[config.mk]
export PLATFORM = sky130hd
export DESIGN_NAME = seq_chunk_adder
export DESIGN_NICKNAME = d
export VERILOG_FILES = /design/src/rtl/seq_chunk_adder.sv
export SDC_FILE = /design/constraint.sdc
export NUM_CORES = 1
export LEC_CHECK = 0
export BUFFER_PORTS_ARGS = -buffer_cell sky130_fd_sc_hd__clkbuf_2
export CAP_MARGIN = 15
export CORE_AREA = 5 5 115 117
export DETAILED_ROUTE_END_ITERATION = 10
export DIE_AREA = 0 0 120 122
export GPL_ROUTABILITY_DRIVEN = 1
export PLACE_DENSITY = 0.69
export SETUP_SLACK_MARGIN = 0.3
export SLEW_MARGIN = 20
export SYNTH_ARGS = -nofsm -noshare
export SYNTH_HDL_FRONTEND = slang
export SYNTH_SLANG_ARGS = --single-unit
[constraint.sdc]
create_clock -name clk -period 1.9 [get_ports clk]
set_clock_uncertainty 0.15 [all_clocks]
set_input_delay 0.095 -clock clk [delete_from_list [all_inputs] [get_ports clk]]
set_output_delay 0.095 -clock clk [all_outputs]
set_load 0.005 [all_outputs]
[src/rtl/seq_chunk_adder.sv]
// Multi-cycle add/subtract unit: adds CHUNK bits per clock and ripples the
// carry through a registered flop. It has valid/ready handshakes on both sides.
`timescale 1ns/1ps
module seq_chunk_adder #(
  parameter int WIDTH = 32,
  parameter int CHUNK = 8
) (
  input  logic             clk,
  input  logic             rst_n,
  input  logic             in_valid,
  output logic             in_ready,
  input  logic [WIDTH-1:0] a,
  input  logic [WIDTH-1:0] b,
  input  logic             sub,
  input  logic             cin,
  output logic             out_valid,
  input  logic             out_ready,
  output logic [WIDTH-1:0] sum,
  output logic             cout,
  output logic             overflow,
  output logic             zero
);

  localparam int NCH   = (CHUNK > 0) ? (WIDTH / CHUNK) : 1;
  localparam int IDX_W = (NCH > 1) ? $clog2(NCH) : 1;
  localparam logic [IDX_W-1:0] LAST_IDX = IDX_W'(NCH - 1);

  if (CHUNK < 1 || CHUNK > WIDTH || (WIDTH % CHUNK) != 0) begin : g_param_check
    $fatal(1, "seq_chunk_adder: CHUNK must be in 1..WIDTH and divide WIDTH");
  end

  typedef enum logic [1:0] {
    IDLE,
    RUN,
    DONE
  } state_t;

  state_t             state_q, state_d;
  logic [IDX_W-1:0]   idx_q, idx_d;
  logic               carry_q, carry_d;
  logic [WIDTH-1:0]   a_q, a_d;
  logic [WIDTH-1:0]   b_q, b_d;
  logic [WIDTH-1:0]   sum_q, sum_d;
  logic               cout_q, cout_d;
  logic               overflow_q, overflow_d;
  logic               zero_q, zero_d;

  logic [CHUNK-1:0]   a_chunk;
  logic [CHUNK-1:0]   b_chunk;
  logic [CHUNK:0]     chunk_res;
  logic               msb_carry_in;
  logic [WIDTH-1:0]   sum_shift;
  logic               last_chunk;

  always_ff @(posedge clk or negedge rst_n) begin
    if (!rst_n) begin
      state_q    <= IDLE;
      idx_q      <= '0;
      carry_q    <= 1'b0;
      a_q        <= '0;
      b_q        <= '0;
      sum_q      <= '0;
      cout_q     <= 1'b0;
      overflow_q <= 1'b0;
      zero_q     <= 1'b0;
    end else begin
      state_q    <= state_d;
      idx_q      <= idx_d;
      carry_q    <= carry_d;
      a_q        <= a_d;
      b_q        <= b_d;
      sum_q      <= sum_d;
      cout_q     <= cout_d;
      overflow_q <= overflow_d;
      zero_q     <= zero_d;
    end
  end

  assign last_chunk = (state_q == RUN) && (idx_q == LAST_IDX);

  always_comb begin
    state_d = state_q;
    case (state_q)
      IDLE:    if (in_valid)   state_d = RUN;
      RUN:     if (last_chunk) state_d = DONE;
      DONE:    if (out_ready)  state_d = IDLE;
      default: state_d = IDLE;
    endcase
  end

  always_comb begin
    in_ready  = (state_q == IDLE);
    out_valid = (state_q == DONE);
  end

  // Operands shift right one chunk per cycle. Result chunks enter at the top,
  // so after NCH shifts chunk 0 ends up at the LSB.
  always_comb begin
    a_d        = a_q;
    b_d        = b_q;
    idx_d      = idx_q;
    carry_d    = carry_q;
    sum_d      = sum_q;
    cout_d     = cout_q;
    overflow_d = overflow_q;
    zero_d     = zero_q;

    a_chunk      = a_q[CHUNK-1:0];
    b_chunk      = b_q[CHUNK-1:0];
    chunk_res    = {1'b0, a_chunk} + {1'b0, b_chunk} + {{CHUNK{1'b0}}, carry_q};
    msb_carry_in = a_chunk[CHUNK-1] ^ b_chunk[CHUNK-1] ^ chunk_res[CHUNK-1];
    sum_shift    = (sum_q >> CHUNK) | (WIDTH'(chunk_res[CHUNK-1:0]) << (WIDTH - CHUNK));

    case (state_q)
      IDLE: begin
        if (in_valid) begin
          a_d     = a;
          b_d     = sub ? ~b : b;
          carry_d = cin ^ sub;
          idx_d   = '0;
        end
      end
      RUN: begin
        a_d     = a_q >> CHUNK;
        b_d     = b_q >> CHUNK;
        carry_d = chunk_res[CHUNK];
        sum_d   = sum_shift;
        if (last_chunk) begin
          idx_d      = '0;
          cout_d     = chunk_res[CHUNK];
          overflow_d = msb_carry_in ^ chunk_res[CHUNK];
          zero_d     = (sum_shift == '0);
        end else begin
          idx_d = idx_q + 1'b1;
        end
      end
      default: ;
    endcase
  end

  assign sum      = sum_q;
  assign cout     = cout_q;
  assign overflow = overflow_q;
  assign zero     = zero_q;

endmodule

==> impl_metrics.toml, run 1 <==
[grt]
grt_use_total_pct = 20.7
grt_antenna_before_repair = 0
grt_pass1_vias = 5044
grt_start_max_net_pins = 105
grt_pass1_wl_mm = 24.4
overflow = 0

[run_status]
outcome = "finished, violations left"
violations = "negative setup slack"

[floorplan]
die_h_um = 122
die_x_um = 120
io_pins = 107
coreArea_um2 = 12300
rows = 41
fp.dieArea_um2 = 14600
initial_core_util_pct = 43.5

[routing]
dr.first_iter.drc_count = 405
drcViolationCount = 0
antenna_left = 0
vias = 4798
vias_per_cell = 5.36
finalWirelength_mm = 14.9
post_drt_wl_per_cell_um = 16.7
firstDrtPassIters = 4

[power_and_ir_drop]
sw_frac_of_total_pct = 39.2
switching_power_mw = 4.41
pwr-share-clk_pct = 17.5
power_density_nw_per_um2 = 1540
internal_power_mw = 6.83
comb_power_share_pct = 47.8
ir_drop_v = 0.000695
leakage_nw = 3.46
pwr-share-seq_pct = 34.7

[clocking]
cts_buffer_depth = 2
cts_tree = "done"
clock-sinks = 104
path_clk_slew_ns = 0.07
cts_max_level = 3
cts-buffers-inserted = 9
insertion_delay_ns = 0.35
clock_tree.root_cell = "clkbuf_16"

[finish]
n_antenna_cell = 0
drive_gt1_share_pct = 25.8
fillCellCount = 1022
instances_no_fill = 895
syn_to_final_growth_pct = 37.2
final_nets = 820
fin_util_pct = 59.7

[synth]
synth_area_leader_cell = "dfrtp_1"
netlist_top_cells_area = "dfrtp_1 49%, a22oi_1 6.8%, nand2_1 6.3%, nor2b_1 5.7%, xor2_1 5.6%"
synth_ff_type = "dfrtp_1"
avgSynthCellArea_um2 = 9.44
syn_inst = 565
ys_warn_count = 0
ys_ff_latch = 104
yosysTopAreaCellShare_pct = 48.8
synth_most_common_cell = "dfrtp_1"
synth_edf_count = 0
synth_fp_nets = 645
ys_seq_area_share_pct = 48.8
syn_area_um2 = 5330
ys_async_sr_fraction_pct = 100
ys_types = 42
synthTopCellsByCount = "104 x dfrtp_1, 90 x nand2_1, 56 x o21ai_0"

[timing]
worstMarginPinSlew_ns = 0.564
setup_viol = 8
fin_ws_ns = -0.303
rsz0062_at_grt = "yes"
hold_viol = 0
period_minus_slack_ns = 2.20
slew_headroom_pct = 62.4
slew_viol_final = 0
period_share_pct = 116
max_freq_ghz = 0.454

[setup_path]
slowest_delay_ns = 0.52
cpLargestDelayFamily = "adder cells"
critPathBufInv = 1
cp_data_arrival_time_ns = 2.31
end_kind = "register"
cpMostUsedCell = "nand4_1"
crit_chain = "fa_2 > inv_2 > fa_1 > nor4b_4 > nand4_1 > nor3_2 > nand4_1 > o31ai_2"
start_kind = "register"
crit_fanout = 2
cpMaxStageDelayCell = "fa_1"
cp.required_ns = 2.01
worstSetupPathType = "register to register"

[placement]
portBuffers = 106
dp.cells = 819
hpwl_mm = 9.67
gp_congestion = 0.877

[worst_hold_path]
hold_class = "primary input to register"

[run]
max_cap_viol_count = 0
cells by family (layout without fill, tap and decap cells):
logic type	count (synthesis)	in the layout	share of synthesized area [%]
adders and majority gates	10	10	2.63
xor gates and xnor gates	38	38	6.24
muxes	1	1	0.211
AOI/OAI and AO/OA	189	189	22.4
buffers and inverters	48	228	3.90
DFF	104	104	48.8
and+or+nand+nor	175	175	15.8
placed cells by master (no fill, tap or decap), drive strengths merged, types with 7 or more instances in the layout:
master,Yosys,final
a21oi,50,50
a22o,17,17
a22oi,48,48
buf,18,46
clkbuf,24,117
dfrtp,104,104
dlygate4sd3,0,54
ha,8,8
inv,6,7
nand2,91,91
nor2,10,10
nor2b,49,49
o21ai,61,61
xor2,34,34
power groups by stage:
| stage | combinational (mW) | sequential (mW) | clock [mW] |
|---|---|---|---|
| after floorplan | 3.06 | 3.68 | 0 |
| after global placement | 4.57 | 3.86 | 0 |
| after detailed placement | 4.72 | 3.91 | 0 |
| after CTS | 5.06 | 3.88 | 2.00 |
| after global routing | 5.97 | 4.02 | 2.09 |
| final | 5.37 | 3.89 | 1.97 |
final timing paths:
check,startpoint,end,slack (ns),cells after the start
worst max-delay path,carry_q,zero,-0.30,8
worst min-delay path,b[11],b_q[11],0.0001,4
worst max register to register,carry_q,zero,-0.30,8
worst min register to register,sum[1],sum[1],0.33,2
max in group asynchronous,rst_n,state_q[1],0.96,3
min in group asynchronous,rst_n,sum[22],0.21,3
sequential cells by signal, indices dropped and copies added, names as in the netlist:
name      count
zero          1
state_q       2
sum          32
cout          1
a_q          32
carry_q       1
overflow      1
idx_q         2
b_q          32
tightest hold or removal path, cell delays in order:
cell and delay, ns:
clkbuf_2 0.08, xor2_1 0.07, a21oi_1 0.13, o21ai_0 0.08
through the flow:
stage | area (um2) | TNS [ns] | power, mW | setup WS [ns] | hold WS, ns
floorplan | 5360 | -0.244 | 6.73 | -0.125 | -0.351
global placement | 6280 | -0.785 | 8.43 | -0.252 | 0.0602
detailed placement | 6280 | -1.15 | 8.63 | -0.309 | 0.0633
CTS | 7210 | -1.06 | 10.9 | -0.318 | 0.00445
global route | 7320 | -1.89 | 12.1 | -0.413 | 0.0209
finish | 7320 | -1.07 | 11.2 | -0.303 | 0.000124
layout make-up:
cell class	instances	area, um2	area share, %
multi-input combinational	413	2640	36.1
inverter	6	22.5	0.308
sequential	104	2600	35.6
tap	150	188	2.56
timing repair buffer	206	1550	21.2
clock inverter	5	78.8	1.08
clock buffer	11	233	3.18
timing repair:
action                                  CTS  global route
resized for setup                        11            13
pin swaps                                 6             5
endpoints found under the hold margin   156             1
setup buffers                             4             1
hold buffers                             53             1
endpoints found under the setup margin   21            32
gates cloned                              0             1
per-layer routing:
layer | wire, um | vias up | GRT usage (%)
met2 | 7460 | 141 | 35.2
met4 | 395 | 0 | 8.30
met3 | 695 | 28 | 3.34
met1 | 6370 | 2295 | 26.4
met5 | 0 | - | 0
li1 | - | 2334 | -
No activity file was read; power rests on OpenSTA's default activity.
==> run 2, diff against run 1 <==
--- a/config.mk
+++ b/config.mk
@@ -11,9 +11,11 @@
 export DETAILED_ROUTE_END_ITERATION = 10
 export DIE_AREA = 0 0 120 122
 export GPL_ROUTABILITY_DRIVEN = 1
+export HOLD_SLACK_MARGIN = 0.15
 export PLACE_DENSITY = 0.69
 export SETUP_SLACK_MARGIN = 0.3
 export SLEW_MARGIN = 20
 export SYNTH_ARGS = -nofsm -noshare
 export SYNTH_HDL_FRONTEND = slang
 export SYNTH_SLANG_ARGS = --single-unit
+export TNS_END_PERCENT = 5
==> impl_metrics.toml, run 2 (synthesis results as in run 1) <==
[placement]
portBuffers = 106
hpwl_mm = 10.0
gp_congestion = 0.899
place_ws_ns = -0.303

[run_status]
violations = "negative setup slack"
outcome = "finished, violations left"

[timing]
hold_viol = 0
rsz0062_at_grt = "yes"
setup_viol = 7
slew_viol_final = 0
period_share_pct = 115
worstMarginPinSlew_ns = 0.472
max_freq_ghz = 0.456
slew_headroom_pct = 68.4
period_minus_slack_ns = 2.19
fin_ws_ns = -0.291
timing.hold.ws_ns = 0.163

[grt]
grt_pass1_vias = 5040
grt_pass1_wl_mm = 24.9
grt_use_total_pct = 21.0
overflow = 0
grt_start_max_net_pins = 52
grt_antenna_before_repair = 0

[clocking]
cts_max_level = 3
cts_buffer_depth = 2
clock_tree.root_cell = "clkbuf_16"
insertion_delay_ns = 0.35
cts-buffers-inserted = 9
clock-sinks = 104
cts_tree = "done"
path_clk_slew_ns = 0.07

[routing]
dr.first_iter.drc_count = 395
firstDrtPassIters = 5
vias_per_cell = 5.43
finalWirelength_mm = 15.3
vias = 4921
drcViolationCount = 0
post_drt_wl_per_cell_um = 16.9
antenna_left = 0

[setup_path]
cpMaxStageDelayCell = "fa_2"
end_kind = "register"
start_kind = "register"
worstSetupPathType = "register to register"
crit_fanout = 3
cp_data_arrival_time_ns = 2.27
crit_chain = "fa_2 > inv_2 > fa_1 > nand2b_4 > a21oi_4 > buf_4 > o31ai_4 > xnor2_1 > o21ai_1"
slowest_delay_ns = 0.42
cp.required_ns = 1.98

[floorplan]
io_pins = 107
fp.dieArea_um2 = 14600
coreArea_um2 = 12300
die_h_um = 122
rows = 41
die_x_um = 120
initial_core_util_pct = 43.5

[power_and_ir_drop]
leakage_nw = 3.57
power_density_nw_per_um2 = 1490
ir_drop_v = 0.000790

[finish]
fin_util_pct = 62.8
drive_gt1_share_pct = 31.0
n_antenna_cell = 0
syn_to_final_growth_pct = 44.4
final_nets = 833
fillCellCount = 954
final_cell_mix = "103 x dfrtp_1, 103 x clkbuf_2, 90 x nand2_1"

[run]
max_cap_viol_count = 0

[worst_hold_path]
hold_class = "primary input to register"
-- run 2: cell types whose count changed in the layout (fill, tap and decap cells not counted), sizes merged --
cell,previous run,this run
clkbuf,117,112
dlygate4sd3,54,68
dlymetal6s4s,0,1
buf,46,47
clkinv,2,0
bufinv,2,3
clkinvlp,0,1
-- run 2: worst max-delay path, delay by kind of cell, from the launching register on --
family,cells,cell delay (ns)
buffers and inverters,2,0.21
DFF,1,0.41
AOI/OAI and AO/OA,3,0.39
xor gates and xnor gates,1,0.16
adders and majority gates,2,0.61
and+or+nand+nor,1,0.16
-- run 2: final cells by class --
type | count | area, um2 | area share, %
Multi-Input combinational cell | 413 | 2860 | 37.2
Sequential cell | 104 | 2610 | 33.9
Timing Repair Buffer | 219 | 1690 | 21.9
Clock buffer | 9 | 225 | 2.93
Tap cell | 150 | 188 | 2.44
Clock inverter | 5 | 106 | 1.38
Inverter | 6 | 22.5 | 0.293
-- run 2: through the flow --
stage	TNS (ns)	instance area [um2]	cells	power [mW]
5_1_grt	-1.91	7700	906	12.2
4_1_cts	-0.690	7420	905	11.0
6_report	-1.08	7700	906	11.4
3_3_place_gp	-1.12	6270	821	8.34
3_5_place_dp	-1.28	6270	821	8.51
2_1_floorplan	-0.321	5340	565	6.70
-- run 2: path summary, 6_finish.rpt --
check                           startpoint  slack, ns  endpoint  cells after the start
min in group asynchronous            rst_n       0.58   sum[22]                      3
worst min register to register      sum[0]       0.33    sum[0]                      2
max in group asynchronous            rst_n       0.48   a_q[15]                      4
worst max register to register     carry_q      -0.29  overflow                      9
worst max-delay path               carry_q      -0.29  overflow                      9
worst min-delay path                   sub       0.16    b_q[3]                      4
-- run 2: repair_timing --
action                                 4_1_cts  5_1_grt
cloned                                       0        0
hold buffers                                69        0
setup buffers                                1        1
pin swaps                                    7       80
setup endpoints to repair                   32      106
endpoints found under the hold margin      170        0
gates resized for setup                     41       87
-- run 2: where the power goes --
group | switching, mW | leakage (nW) | internal (mW) | total, mW
clock network | 0.835 | 0.158 | 1.28 | 2.11
logic | 2.87 | 2.07 | 2.54 | 5.40
registers | 0.810 | 1.34 | 3.11 | 3.92
total | 4.51 | 3.57 | 6.92 | 11.4
-- run 2: per-layer routing --
layer	track usage [%]	share of wire, %	vias up	wire length [um]
li1	-	-	2359	-
met1	27.5	42	2376	6500
met2	36.0	51	162	7740
met3	3.39	4.8	24	740
met4	6.80	2.2	0	330
met5	0	0	-	0
==> run 3, diff against run 2 <==
--- a/config.mk
+++ b/config.mk
@@ -12,7 +12,7 @@
 export DIE_AREA = 0 0 120 122
 export GPL_ROUTABILITY_DRIVEN = 1
 export HOLD_SLACK_MARGIN = 0.15
-export PLACE_DENSITY = 0.69
+export PLACE_DENSITY = 0.67
 export SETUP_SLACK_MARGIN = 0.3
 export SLEW_MARGIN = 20
 export SYNTH_ARGS = -nofsm -noshare
==> impl_metrics.toml, run 3 (synthesis results as in run 1) <==
[run_status]
outcome = "finished, violations left"
violations = "negative setup slack"

[power_and_ir_drop]
leakage_nw = 3.49
power_density_nw_per_um2 = 1450
finalPower_mw = 10.8
ir_drop_v = 0.000735

[clocking]
clock-sinks = 104
cts_tree = "done"
clock_tree.root_cell = "clkbuf_16"
insertion_delay_ns = 0.35
cts_buffer_depth = 2
cts-buffers-inserted = 9
cts_max_level = 3
path_clk_slew_ns = 0.07

[setup_path]
crit_chain = "fa_2 > inv_2 > fa_1 > nor4b_2 > nand4_1 > nor3_1 > nand4_1 > o31ai_2"
cpLargestDelayFamily = "adder cells"
cp.required_ns = 2.01
cp_data_arrival_time_ns = 2.31
cpMostUsedCell = "nand4_1"
cpMaxStageDelayCell = "fa_1"
slowest_delay_ns = 0.48
crit_fanout = 2
worstSetupPathType = "register to register"
start_kind = "register"
critPathBufInv = 1
end_kind = "register"

[timing]
period_minus_slack_ns = 2.20
setup_viol = 8
rsz0062_at_grt = "yes"
max_freq_ghz = 0.454
worstMarginPinSlew_ns = 0.398
slew_headroom_pct = 73.5
hold_viol = 0
timing.hold.ws_ns = 0.156
period_share_pct = 116
fin_ws_ns = -0.302
slew_viol_final = 0

[finish]
final_common_cell = "clkbuf_2"
drive_gt1_share_pct = 26.6
final_cell_mix = "105 x clkbuf_2, 103 x dfrtp_1, 90 x nand2_1"
n_antenna_cell = 0
multi_input_area_um2 = 2690
final_nets = 830
seqCellArea_um2 = 2600
fillCellCount = 1018
instances_no_fill = 905
syn_to_final_growth_pct = 39.4

[floorplan]
die_h_um = 122
rows = 41
io_pins = 107
die_x_um = 120
coreArea_um2 = 12300
initial_core_util_pct = 43.5
fp.dieArea_um2 = 14600

[routing]
vias_per_cell = 5.38
drcViolationCount = 0
post_drt_wl_per_cell_um = 16.1
finalWirelength_mm = 14.6
dr.first_iter.drc_count = 444
vias = 4866
antenna_left = 0
firstDrtPassIters = 5

[run]
max_cap_viol_count = 0

[grt]
overflow = 0
grt_pass1_vias = 4962
grt_pass1_wl_mm = 24.3
grt_use_total_pct = 20.5
grt_antenna_before_repair = 0
grt_start_max_net_pins = 75

[placement]
gp_congestion = 0.886
hpwl_mm = 9.79
place_ws_ns = -0.297
dp.cells = 818
portBuffers = 106

[worst_hold_path]
hold_class = "primary input to register"
## run 3: changes by cell type in the layout (fill, tap and decap cells not counted), moves of 2 or more
cell       before  now
a21oi_1         8   39
a21oi_2        34    7
o21ai_0        16   40
o21ai_1        41   19
a21oi_4         8    4
buf_6           7    3
bufinv_16       3    0
a22oi_1        48   46
a22oi_2         0    2
clkbuf_2      103  105
clkinv_2        0    2
inv_6           1    3
o21ai_2         4    2
## run 3: cell type report
class | instances | share of cell area (%)
Clock buffer | 9 | 3.03
Clock inverter | 7 | 0.859
Tap cell | 150 | 2.53
Multi-Input combinational cell | 413 | 36.2
Sequential cell | 104 | 35.0
Inverter | 6 | 0.303
Timing Repair Buffer | 216 | 22.0
## run 3: worst reg2reg max path: stages (launching register included)
cell	delay (ns)
dfrtp_1	0.39
fa_2	0.24
inv_2	0.04
fa_1	0.48
nor4b_2	0.18
nand4_1	0.12
nor3_1	0.16
nand4_1	0.16
o31ai_2	0.19
## run 3: worst paths after layout
| kind | from | end | slack, ns | cells after the start |
|---|---|---|---|---|
| max in group asynchronous | rst_n | b_q[8] | 0.44 | 4 |
| setup / recovery | carry_q | zero | -0.30 | 8 |
| min in group asynchronous | rst_n | sum[21] | 0.59 | 3 |
| hold / removal | in_valid | state_q[0] | 0.16 | 3 |
| hold reg to reg | sum[2] | sum[2] | 0.33 | 2 |
| setup reg to reg | carry_q | zero | -0.30 | 8 |
## run 3: what timing repair did
| item | CTS | global route |
|---|---|---|
| endpoints found under the setup margin | 29 | 80 |
| hold buffers | 68 | 0 |
| hold endpoints to repair | 170 | 0 |
| gates resized for setup | 13 | 43 |
| buffers inserted | 2 | 1 |
| cloned | 0 | 0 |
| pin swaps | 4 | 24 |
## run 3: power breakdown
| part | switching [mW] | leakage [nW] | internal (mW) | total, mW |
|---|---|---|---|---|
| combinational | 2.68 | 2.00 | 2.38 | 5.06 |
| clock | 0.891 | 0.145 | 0.920 | 1.81 |
| sequential | 0.786 | 1.34 | 3.10 | 3.89 |
## run 3: per-stage QoR
stage / cell area [um2] / utilization, % / setup TNS, ns
2_1_floorplan: 5340 / - / -0.321
3_3_place_gp: 6250 / 51.0 / -1.09
3_5_place_dp: 6250 / 51.0 / -1.34
4_1_cts: 7290 / 59.5 / -1.44
5_1_grt: 7430 / 60.6 / -2.19
6_report: 7430 / 60.6 / -1.38
## run 3: routing by layer
| metal | track usage, % | routed length [um] | vias to the layer above |
|---|---|---|---|
| met5 | 0 | 0 | - |
| met4 | 5.08 | 258 | 0 |
| met3 | 3.71 | 616 | 17 |
| met2 | 36.8 | 7460 | 132 |
| met1 | 25.6 | 6250 | 2362 |
| li1 | - | - | 2355 |
